--- src/rtl/mips_pkg.sv ---
`default_nettype none
// ============================================================================
// mips_pkg : opcodes, functs and state encodings for the MIPS control unit
// Rev 1.0
// ============================================================================
package mips_pkg;

   localparam logic [5:0] OP_RTYPE = 6'h00;
   localparam logic [5:0] OP_J     = 6'h02;
   localparam logic [5:0] OP_BEQ   = 6'h04;
   localparam logic [5:0] OP_ADDI  = 6'h08;
   localparam logic [5:0] OP_LW    = 6'h23;
   localparam logic [5:0] OP_SW    = 6'h2B;

   localparam logic [5:0] FN_ADD   = 6'h20;
   localparam logic [5:0] FN_SUB   = 6'h22;
   localparam logic [5:0] FN_AND   = 6'h24;
   localparam logic [5:0] FN_OR    = 6'h25;
   localparam logic [5:0] FN_SLT   = 6'h2A;

   typedef enum logic [2:0] {
      FETCH  = 3'd0,
      DECODE = 3'd1,
      EXEC   = 3'd2,
      MEM    = 3'd3,
      WB     = 3'd4,
      ERROR  = 3'd5
   } state_t;

   typedef enum logic [1:0] {
      PC_PLUS4  = 2'd0,
      PC_BRANCH = 2'd1,
      PC_JUMP   = 2'd2
   } pc_src_t;

endpackage
`default_nettype wire

--- src/rtl/mips_alu_ctrl_dec.sv ---
`default_nettype none
// ============================================================================
// mips_alu_ctrl_dec : opcode/funct -> ALU control word and legality flag
// Rev 1.0
// ============================================================================
module mips_alu_ctrl_dec
   import mips_pkg::*;
(
   input  logic [5:0]  opcode,
   input  logic [5:0]  funct,
   output logic [11:0] alu_control,
   output logic        legal
);

   always_comb begin
      alu_control = '0;
      legal       = 1'b0;
      case (opcode)
         OP_RTYPE: begin
            if (funct inside {FN_ADD, FN_SUB, FN_AND, FN_OR, FN_SLT}) begin
               alu_control = {opcode, funct};
               legal       = 1'b1;
            end
         end
         OP_ADDI, OP_LW, OP_SW, OP_BEQ, OP_J: begin
            alu_control = {opcode, 6'b000000};
            legal       = 1'b1;
         end
         default: ;
      endcase
   end

endmodule
`default_nettype wire

--- src/rtl/mips_control_fsm.sv ---
`default_nettype none
// ============================================================================
// mips_control_fsm : multi-cycle MIPS control unit (fetch/decode/exec/mem/wb)
// Rev 1.0
// ============================================================================
module mips_control_fsm
   import mips_pkg::*;
#(
   parameter int unsigned ACK_TIMEOUT = 255
) (
   input  logic        clk,
   input  logic        rst_n,
   output logic        imem_req,
   input  logic        imem_ack,
   input  logic [31:0] instr,
   output logic        dmem_req,
   output logic        dmem_we,
   input  logic        dmem_ack,
   output logic [11:0] alu_control,
   output logic        alu_src_imm,
   input  logic        alu_zero,
   output logic        pc_write,
   output logic [1:0]  pc_src,
   output logic        reg_write,
   output logic        reg_dst,
   output logic        mem_to_reg,
   output logic [31:0] ir,
   output logic        err
);

   localparam logic [7:0] TO_LIMIT = 8'(ACK_TIMEOUT);

   state_t      state_q, state_d;
   logic [31:0] ir_q, ir_d;
   logic [7:0]  cnt_q, cnt_d;
   logic [11:0] dec_alu;
   logic        dec_legal;
   pc_src_t     pc_sel;

   logic [5:0] op;
   logic       is_rtype, is_addi, is_lw, is_sw, is_beq, is_j, timed_out;

   assign op        = ir_q[31:26];
   assign is_rtype  = (op == OP_RTYPE);
   assign is_addi   = (op == OP_ADDI);
   assign is_lw     = (op == OP_LW);
   assign is_sw     = (op == OP_SW);
   assign is_beq    = (op == OP_BEQ);
   assign is_j      = (op == OP_J);
   assign timed_out = (cnt_q == TO_LIMIT);

   mips_alu_ctrl_dec u_dec (
      .opcode      (ir_q[31:26]),
      .funct       (ir_q[5:0]),
      .alu_control (dec_alu),
      .legal       (dec_legal)
   );

   always_comb begin
      state_d = state_q;
      ir_d    = ir_q;
      case (state_q)
         FETCH: begin
            if (timed_out) begin
               state_d = ERROR;
            end else if (imem_ack) begin
               ir_d    = instr;
               state_d = DECODE;
            end
         end
         DECODE: state_d = dec_legal ? EXEC : ERROR;
         EXEC: begin
            if (is_lw || is_sw)       state_d = MEM;
            else if (is_beq || is_j)  state_d = FETCH;
            else                      state_d = WB;
         end
         MEM: begin
            if (timed_out)     state_d = ERROR;
            else if (dmem_ack) state_d = is_lw ? WB : FETCH;
         end
         WB:      state_d = FETCH;
         ERROR:   state_d = ERROR;
         default: state_d = ERROR;
      endcase

      // Every accepted ack leaves the state, so a state change covers both clear cases.
      cnt_d = cnt_q;
      if (state_d != state_q)        cnt_d = '0;
      else if (imem_req || dmem_req) cnt_d = cnt_q + 8'd1;
   end

   always_comb begin
      imem_req    = 1'b0;
      dmem_req    = 1'b0;
      dmem_we     = 1'b0;
      pc_write    = 1'b0;
      pc_sel      = PC_PLUS4;
      alu_src_imm = 1'b0;
      reg_write   = 1'b0;
      reg_dst     = 1'b0;
      mem_to_reg  = 1'b0;
      alu_control = '0;
      case (state_q)
         FETCH: begin
            imem_req = !timed_out;
            pc_write = !timed_out && imem_ack;
         end
         DECODE: alu_control = dec_alu;
         EXEC: begin
            alu_control = dec_alu;
            alu_src_imm = is_addi || is_lw || is_sw;
            if (is_beq) begin
               pc_sel   = PC_BRANCH;
               pc_write = alu_zero;
            end else if (is_j) begin
               pc_sel   = PC_JUMP;
               pc_write = 1'b1;
            end
         end
         MEM: begin
            alu_control = dec_alu;
            dmem_req    = !timed_out;
            dmem_we     = !timed_out && is_sw;
         end
         WB: begin
            alu_control = dec_alu;
            reg_write   = 1'b1;
            reg_dst     = is_rtype;
            mem_to_reg  = is_lw;
         end
         default: ;
      endcase
   end

   assign pc_src = pc_sel;
   assign ir     = ir_q;
   assign err    = (state_q == ERROR);

   always_ff @(posedge clk) begin
      if (!rst_n) begin
         state_q <= FETCH;
         ir_q    <= '0;
         cnt_q   <= '0;
      end else begin
         state_q <= state_d;
         ir_q    <= ir_d;
         cnt_q   <= cnt_d;
      end
   end

endmodule
`default_nettype wire
--- config.mk ---
export PLATFORM = sky130hd
export DESIGN_NAME = mips_control_fsm
export DESIGN_NICKNAME = d
export VERILOG_FILES = /design/src/rtl/mips_pkg.sv /design/src/rtl/mips_alu_ctrl_dec.sv /design/src/rtl/mips_control_fsm.sv
export SDC_FILE = /design/constraint.sdc
export NUM_CORES = 1
export LEC_CHECK = 0
export ABC_AREA = 1
export CELL_PAD_IN_SITES_DETAIL_PLACEMENT = 1
export CELL_PAD_IN_SITES_GLOBAL_PLACEMENT = 1
export CORE_UTILIZATION = 29
export CTS_BUF_LIST = sky130_fd_sc_hd__clkbuf_2
export CTS_CLUSTER_SIZE = 16
export DETAILED_ROUTE_END_ITERATION = 12
export GPL_ROUTABILITY_DRIVEN = 0
export PLACE_DENSITY_LB_ADDON = 0.1
export REMOVE_ABC_BUFFERS = 1
export SLEW_MARGIN = 5
export SYNTH_ARGS = -nofsm -noshare
export SYNTH_HDL_FRONTEND = slang
export SYNTH_HIERARCHICAL = 1
export SYNTH_SLANG_ARGS = --single-unit
--- constraint.sdc ---
create_clock -name clk -period 1.7 [get_ports clk]
set_input_delay 0.51 -clock clk [delete_from_list [all_inputs] [get_ports clk]]
set_output_delay 0.51 -clock clk [all_outputs]
set_load 0.005 [all_outputs]
* Yosys cells after proc, flatten, opt, wreduce, memory -nomap -nowiden
Index checks and enable logic that the tools add are counted.
** Word-level totals
- Word-level logic and storage cells :: 65
- Register bits after elaboration :: 43
- Output and inout port bits :: 55
** Operators by class
- Muxes and demuxes :: 27
- Add/sub/neg operators :: 1
- Reductions and logical operators :: 15
- Bitwise gates (word level) :: 2
- Eq/ne operators :: 17
** Operator list (number)
- == test 6 bit (second input constant) :: 7
- 2-to-1 mux 12 bit :: 2
- 2-to-1 mux 3 bit :: 8
- case mux 12 bit (2 select lines) :: 1
- case mux 3 bit (5 select lines) :: 1
- 2-to-1 mux 1 bit :: 10
- adder 8 x 1 -> 8 bit (second input constant) :: 1
- == test 8 bit (second input constant) :: 1
- == test 3 x 2 -> 1 bit (second input constant) :: 2
- == test 3 bit (second input constant) :: 2
- == test 6 x 2 -> 1 bit (second input constant) :: 1
- == test 6 x 3 -> 1 bit (second input constant) :: 1
- == test 6 x 4 -> 1 bit (second input constant) :: 1
- logical NOT 6 bit :: 1
- 2-to-1 mux 2 bit :: 3
- logical OR 1 bit :: 5
- nonzero test 5 bit :: 1
- OR reduction 5 bit :: 1
- case mux 1 bit (2 select lines) :: 2
- OR reduction 4 bit :: 1
- == test 3 x 1 -> 1 bit (second input constant) :: 1
- logical NOT 3 bit :: 1
- != test 3 bit :: 1
- AND reduction 3 bit :: 1
- 4 further kinds :: 6

* Logic depth before layout (Yosys ltp)
Gate-level depths: netlist of the first run.
- Depth after elaboration :: 8
- Mapped depth :: 14
- Gate-level depth less buffers :: 14

* Cells and area by module
Netlist of the first run, hierarchy kept.
** Modules (own cells, without submodules)
- mips_control_fsm :: instances 1, area each 2351.0 µm², seq. area each 860.8 µm², cells an instance 318
- mips_alu_ctrl_dec :: instances 1, area each 198.9 µm², seq. area each 0.0 µm², cells an instance 45

* Worst setup path before layout of the first run
OpenSTA, ideal clock, no wires.
- Path type :: flip-flop to output port
- Start point :: reg cnt_q[0]
- End point :: out pc_write
- Slack :: -80 ps
- Stages on the path, launching flop included :: 10
- Arrival time :: 1270 ps
- Data required time :: 1190 ps
- Cell sequence :: dfxtp_1 -> ha_1 -> inv_1 -> nor2_4 -> nand2_4 -> nand2_4 -> inv_4 -> nand2_4 -> buf_2 -> nand3b_1
** Between the ends
- Word-level cells in the longest chain between the ends :: 4
** RTL lines
- start, declared :: line mips_control_fsm.sv:35 : logic [7:0] cnt_q, cnt_d;
- start signal, assigned :: line mips_control_fsm.sv:147 : cnt_q <= cnt_d;
- == test 8 bit :: line mips_control_fsm.sv:50 : assign timed_out = (cnt_q == TO_LIMIT);
- logical NOT 1 bit :: line mips_control_fsm.sv:106 : pc_write = !timed_out && imem_ack;
- logical AND 1 bit :: line mips_control_fsm.sv:106
- case mux 1 bit (2 select lines) :: line mips_control_fsm.sv:103 : case (state_q)
- end, declared :: line mips_control_fsm.sv:22 : output logic pc_write,
Every way passes these cells.

* Worst setup path after layout of the first run
- Start point :: reg ir_q[28] (netlist: ir[28])
- End point :: out alu_control[9]
** Between the ends
- Word-level cells in the longest chain between the ends :: 4
** RTL lines
- start, declared :: line mips_control_fsm.sv:34 : logic [31:0] ir_q, ir_d;
- start signal, assigned :: line mips_control_fsm.sv:146 : ir_q <= ir_d;
- == test 6 x 4 -> 1 bit (tied with other cells) :: line mips_alu_ctrl_dec.sv:18 : case (opcode)
- OR reduction 5 bit :: line mips_alu_ctrl_dec.sv:18
- case mux 12 bit (2 select lines) * :: line mips_alu_ctrl_dec.sv:18
- net dec_alu[9] :: line mips_control_fsm.sv:36 : logic [11:0] dec_alu;
- 2-to-1 mux 12 bit * :: line mips_control_fsm.sv:103
- end, declared :: line mips_control_fsm.sv:19 : output logic [11:0] alu_control,
The timed path passes the listed nets; every way through them passes the cells marked *.

==> results of run 1 <==
-- power groups by stage --
stage               Sequential (W)  Combinational, W  Clock, W
floorplan                  0.00130          0.000870         0
global placement           0.00128           0.00190         0
detailed placement         0.00129           0.00194         0
CTS                        0.00133           0.00244  0.000511
global route               0.00136           0.00324  0.000551
finish                     0.00135           0.00305  0.000507
-- timing repair --
action / 4_1_cts / 5_1_grt
gates cloned: 0 / 0
setup endpoints to repair: 96 / 57
setup buffers: 50 / 25
pin swaps: 41 / 46
hold buffers: 0 / 0
gates resized for setup: 280 / 103
-- synth_stat cells --
library cell / instances
inv_1: 47
o22ai_1: 1
buf_4: 2
buf_8: 1
nor2_4: 3
a21oi_1: 29
ha_1: 1
nand2_4: 15
nor3_2: 8
o21ai_1: 2
nand3_1: 38
nor2_1: 47
clkbuf_1: 4
nand4_1: 2
nand2_1: 58
nand3b_1: 1
nor4_1: 1
a21boi_0: 1
dfxtp_1: 43
nand2_2: 5
buf_12: 1
buf_2: 6
xor2_1: 5
nand3_4: 1
o21ai_0: 8
conb_1: 1
xnor2_1: 1
buf_1: 1
o21ai_2: 1
inv_2: 6
nor2_2: 4
inv_4: 1
nor3_1: 7
a21oi_2: 11
-- routing by layer --
| metal | vias up | share of wire (%) | track usage, % | routed length, um |
|---|---|---|---|---|
| met4 | 0 | 3.1 | 5.97 | 395 |
| met5 | - | 0 | 0 | 0 |
| li1 | 1583 | - | - | - |
| met3 | 29 | 4.0 | 4.27 | 508 |
| met2 | 100 | 55 | 46.7 | 6980 |
| met1 | 1663 | 38 | 27.4 | 4780 |
-- sequential cells by signal (all words and copies together) (netlist names) --
signal,flops
cnt_q,8
ir,32
state_q,3
-- final cells by class --
type / instances / area (um2)
Antenna cell: 1 / 2.50
Clock buffer: 6 / 30.0
Clock inverter: 2 / 12.5
Fill cell: 1029 / 3250
Inverter: 54 / 240
Multi-Input combinational cell: 252 / 1840
Sequential cell: 43 / 932
Tap cell: 105 / 131
Timing Repair Buffer: 225 / 1940
-- kinds of logic after synthesis --
family,after synthesis,synth area share [%]
AND/OR/NAND/NOR,190,39.3
buffers and inverters,69,11.9
AO/OA/AOI/OAI,53,12.3
flip-flops,43,33.8
XOR/XNOR,6,2.06
adder cells (fa/ha/maj),1,0.491
other,1,0.147
-- worst min-delay path, stage by stage, from the launching register on --
cell	delay, ns
dfxtp_2	0.38
nand2_1	0.05
a21oi_1	0.05
-- per-stage QoR --
stage | TNS, ns | util, % | instance area, um2 | setup WS, ns | cells
after global routing | -19.63 | 61.2 | 5130 | -0.845 | 687
after floorplan | -2.82 | - | 2450 | -0.339 | 349
after CTS | -13.41 | 55.8 | 4680 | -0.573 | 667
final | -16.61 | 61.2 | 5130 | -0.761 | 688
after detailed placement | -19.63 | 47.9 | 4020 | -0.524 | 615
after global placement | -17.46 | 47.9 | 4020 | -0.507 | 615
-- path summary, 6_finish.rpt --
| check | startpoint | slack (ns) | endpoint |
|---|---|---|---|
| worst min-delay path | ir[24] | 0.48 | ir[24] |
| worst max register to register | ir[28] | -0.49 | cnt_q[6] |
| worst min register to register | ir[24] | 0.48 | ir[24] |
| worst max-delay path | ir[28] | -0.76 | alu_control[9] |
==> metrics, run 1 <==
outcome finished with violations; failing checks setup timing; Final WS setup -0.761 ns; final hold viol count 0; CP bufs+invs 4; MaxCap Viol Count 0; hpwl dp between 6000 and 7000 um; Iter 0 DRT Violations between 90 and 100; most frequent cells in the layout 97 x buf_4, 45 x nand2_1, 44 x buf_6; drt pass-1 iters 4; Vias/cell around 4.9; clock sink count between 40 and 50; Ports between 90 and 100; Logic pwr share between 60% and 70%; Yosys reg bits between 40 and 50; Clk Latency, worst-skew pair 0.45 ns; gr usage total between 20% and 30%; cell chain of the critical path nor2_2 -> nand4_1 -> buf_4 -> buf_4 -> a21oi_2 -> inv_1 -> nor2_1 -> buf_2; critical path launch point type register; per-cell routed wire length between 15 and 20 um; TritonCTS buffer count 5; CP top delay family buffers and inverters; initial antenna violation count 0; die area between 0.009 and 0.01 mm2; slowest CP cell dfxtp_4; NetSw between 0.002 and 0.0025 W; Congestion Overflow GR 0; vias in the first global route between 3000 and 4000; area leader, netlist dfxtp_1; first-pass GRT wire length 16800 um; Max Buffers Root-to-Sink 2; Crit path arrival time around 2.0 ns; fmax about 400 MHz; Synth Instances 363; Worst IR Drop VDD 731 uV; RSZ-0062 raised after global routing true; largest net degree at the start of global routing 39; H-tree levels 2; Setup Viol. Count Final 37; via count roughly 3400; CP max stage delay 0.46 ns; final period utilization 145%; WP depth 8; Power per Cell Area around 960 mW/mm2; clock power share roughly 10%; CTS clk-pin slew, worst paths around 0.28 ns; layout cell share with drive strength beyond 1 roughly three fifths; Die X approximately 96 um; register share of total power 27.4%; Yosys cell types 34; Int Pwr ~0.0027 W; Syn Area/Cell 7.02 um2; Sw Share 44.0%; Die Span Y about 96 um; skew final between 0.02 and 0.03 ns; HP Class reg2reg; crit end category output pin; clock root cell clkbuf_2; Routed Antenna Nets 0; core box area 0.00838 mm2; Hold Path Cell Cnt 2; minimum clock period ~2.5 ns; Syn. warnings 6; wirelength, routed roughly 13000 um; port bufs 89; WS Path Type reg2out; initial core utilization a little under a third; FF-to-FF path depth 12; Residual DRC 0; CTS tree done; dominant cells by area after synthesis dfxtp_1 34%, nand2_1 8.5%, nand3_1 7.5%, inv_1 6.9%, nor2_1 6.9%; Synth-to-Final Area Change 101%; most used cell along the critical path buf_4; top-area cell type share of the netlist area approximately a third; crit-path max FO 7; mapped cell area between 0.002 and 0.003 mm2; final max-slew violation count 0; most common cell after layout, fill and taps aside buf_4; hold_ws about 0.48 ns; Seq/Total Area, Yosys 33.8%; Site Rows 33; final net count roughly 620; leakage power about 2.3 nW; Crit path required time 1.19 ns; Tot Pwr about 0.005 W
No activity file was read; power rests on OpenSTA's default activity.
==> run 2, diff against run 1 <==
PLACE_DENSITY_LB_ADDON = 0.3   (was 0.1)
==> run 2 against run 1 <==
  * Via count up 7.5%
  * Largest power group unchanged
  * The flow still finishes with violations (setup timing)
  * Sequential cell count unchanged
  * Fmax down 4.6%
  * Clock skew up 0.016 ns
==> metrics, run 2 (synthesized netlist as in run 1, its figures left out) <==
outcome finished with violations; failing checks setup timing; hpwl dp roughly 6600 um; CP max stage delay ~0.45 ns; CTS tree done; crit-path max FO 4; slowest CP cell dfxtp_4; dpl ws -0.533 ns; Crit path required time between 1 and 1.5 ns; Hold Path Cell Cnt 2; Max Buffers Root-to-Sink 2; layout cell share with drive strength beyond 1 61.3%; per-cell routed wire length approximately 23 um; fin area about 0.0053 mm2; HP Class reg2reg; CP bufs+invs 4; diodes inserted 0; CP top delay family buffers and inverters; vias in the first global route between 3000 and 4000; leakage power around 2.4 nW; final net count ~620; Cell Count, Final, Fillers Out between 600 and 700; H-tree levels 2; Congestion Overflow GR 0; Post-CTS Hold Buffers 0; gr usage total a little over a quarter; TritonCTS buffer count 5; register share of total power between 20% and 30%; clock sink count 43; RSZ-0062 raised after global routing true; Die X ~96 um; Die Span Y approximately 96 um; critical path launch point type register; Tot Pwr about 0.0054 W; largest net degree at the start of global routing 39; clock power share about an eighth; MaxCap Viol Count 0; first-pass GRT wire length about 19000 um; Residual DRC 0; Routed Antenna Nets 0; cell chain of the critical path buf_6 -> nor2_4 -> nand4_1 -> buf_4 -> a21oi_4 -> inv_2 -> nor2_2 -> buf_2; Largest register FFs 32; most common cell after layout, fill and taps aside buf_4; most frequent cells in the layout 91 x buf_4, 51 x buf_6, 44 x nand2_1; placed cell count approximately 600; Power per Cell Area roughly 1000 mW/mm2; core box area 0.00838 mm2; WP depth 8; Crit path arrival time just over 2 ns; Clk Latency, worst-skew pair about 0.5 ns; Setup Viol. Count Final 42; Site Rows 33; NetSw roughly 0.0024 W; final max-slew violation count 0; hold_ws ~0.48 ns; drt pass-1 iters 4; CTS clk-pin slew, worst paths about 0.3 ns; initial core utilization between 30% and 40%; die area 0.00917 mm2; Worst IR Drop VDD between 400 and 500 uV; fillers approximately 1000; crit end category output pin; Vias/cell 5.27; fmax ~390 MHz; minimum clock period around 2.6 ns; FF-to-FF path depth 15; initial antenna violation count 0; clock root cell clkbuf_2; placed cell areas 0.00400 mm2; via count between 3000 and 4000; port bufs between 80 and 90; Sw Share ~45%; Final WS setup -0.879 ns; Ports 92; Synth-to-Final Area Change 107%; wirelength, routed ~16000 um; Int Pwr 0.00297 W; WS Path Type reg2out; Logic pwr share approximately three fifths; final hold viol count 0; Iter 0 DRT Violations about 170; skew final between 0.04 and 0.05 ns; final period utilization 152%
## run 2: cell count changes in the layout (fill, tap and decap cells not counted), sizes merged
cell          delta
buf              +3
clkbuf           -3
bufinv           +1
clkinvlp         -1
diode            -1
dlymetal6s2s     +1
inv              +1
## run 2: power groups by stage
| stage | logic [W] | clock network [W] | registers, W |
|---|---|---|---|
| after floorplan | 0.000870 | 0 | 0.00130 |
| after global placement | 0.00182 | 0 | 0.00129 |
| after detailed placement | 0.00187 | 0 | 0.00130 |
| after CTS | 0.00255 | 0.000679 | 0.00132 |
| after global routing | 0.00347 | 0.000763 | 0.00136 |
| final | 0.00330 | 0.000715 | 0.00135 |
## run 2: area by class of cell
type,instances,area [um2],area share (%)
sequential,43,933,17.7
clock inverter,3,47.5,0.902
multi-input combinational,252,1880,35.7
clock buffer,5,25.0,0.475
tap,105,131,2.49
inverter,54,235,4.46
timing repair buffer,227,2020,38.3
## run 2: per-stage QoR
step	util [%]	setup TNS [ns]
4_1_cts	57.3	-13.39
3_5_place_dp	47.7	-18.79
3_3_place_gp	47.7	-16.75
5_1_grt	62.9	-23.44
6_report	62.9	-20.86
2_1_floorplan	-	-2.82
## run 2: per-layer routing
metal	up-vias	track usage, %	wire length (um)	share of wire (%)
li1	1589	-	-	-
met1	1779	30.9	5810	37
met2	180	49.6	7730	49
met3	81	6.32	1120	7.1
met4	0	9.20	1050	6.7
met5	-	0	0	0
## run 2: path summary, 6_finish.rpt
kind / startpoint / end / slack [ns]
max: ir[30] / alu_control[9] / -0.88
min: ir[16] / ir[16] / 0.48
max reg2reg: ir[27] / cnt_q[1] / -0.62
min reg2reg: ir[16] / ir[16] / 0.48
## run 2: worst min-delay path, delay by kind of cell, from the launching register on
family	cells	cell delay, ns
simple gates	1	0.06
flops	1	0.38
compound gates	1	0.05
## run 2: timing repair
item	in CTS	in global routing
gates cloned	1	1
endpoints found under the setup margin	96	59
buffers inserted	53	27
resized for setup	301	98
pin swaps	47	53
==> run 3, diff against run 2 <==
SLEW_MARGIN = 0   (was 5)
==> results of run 3 <==
Final layout, timing and power as in run 2 (identical DEF).
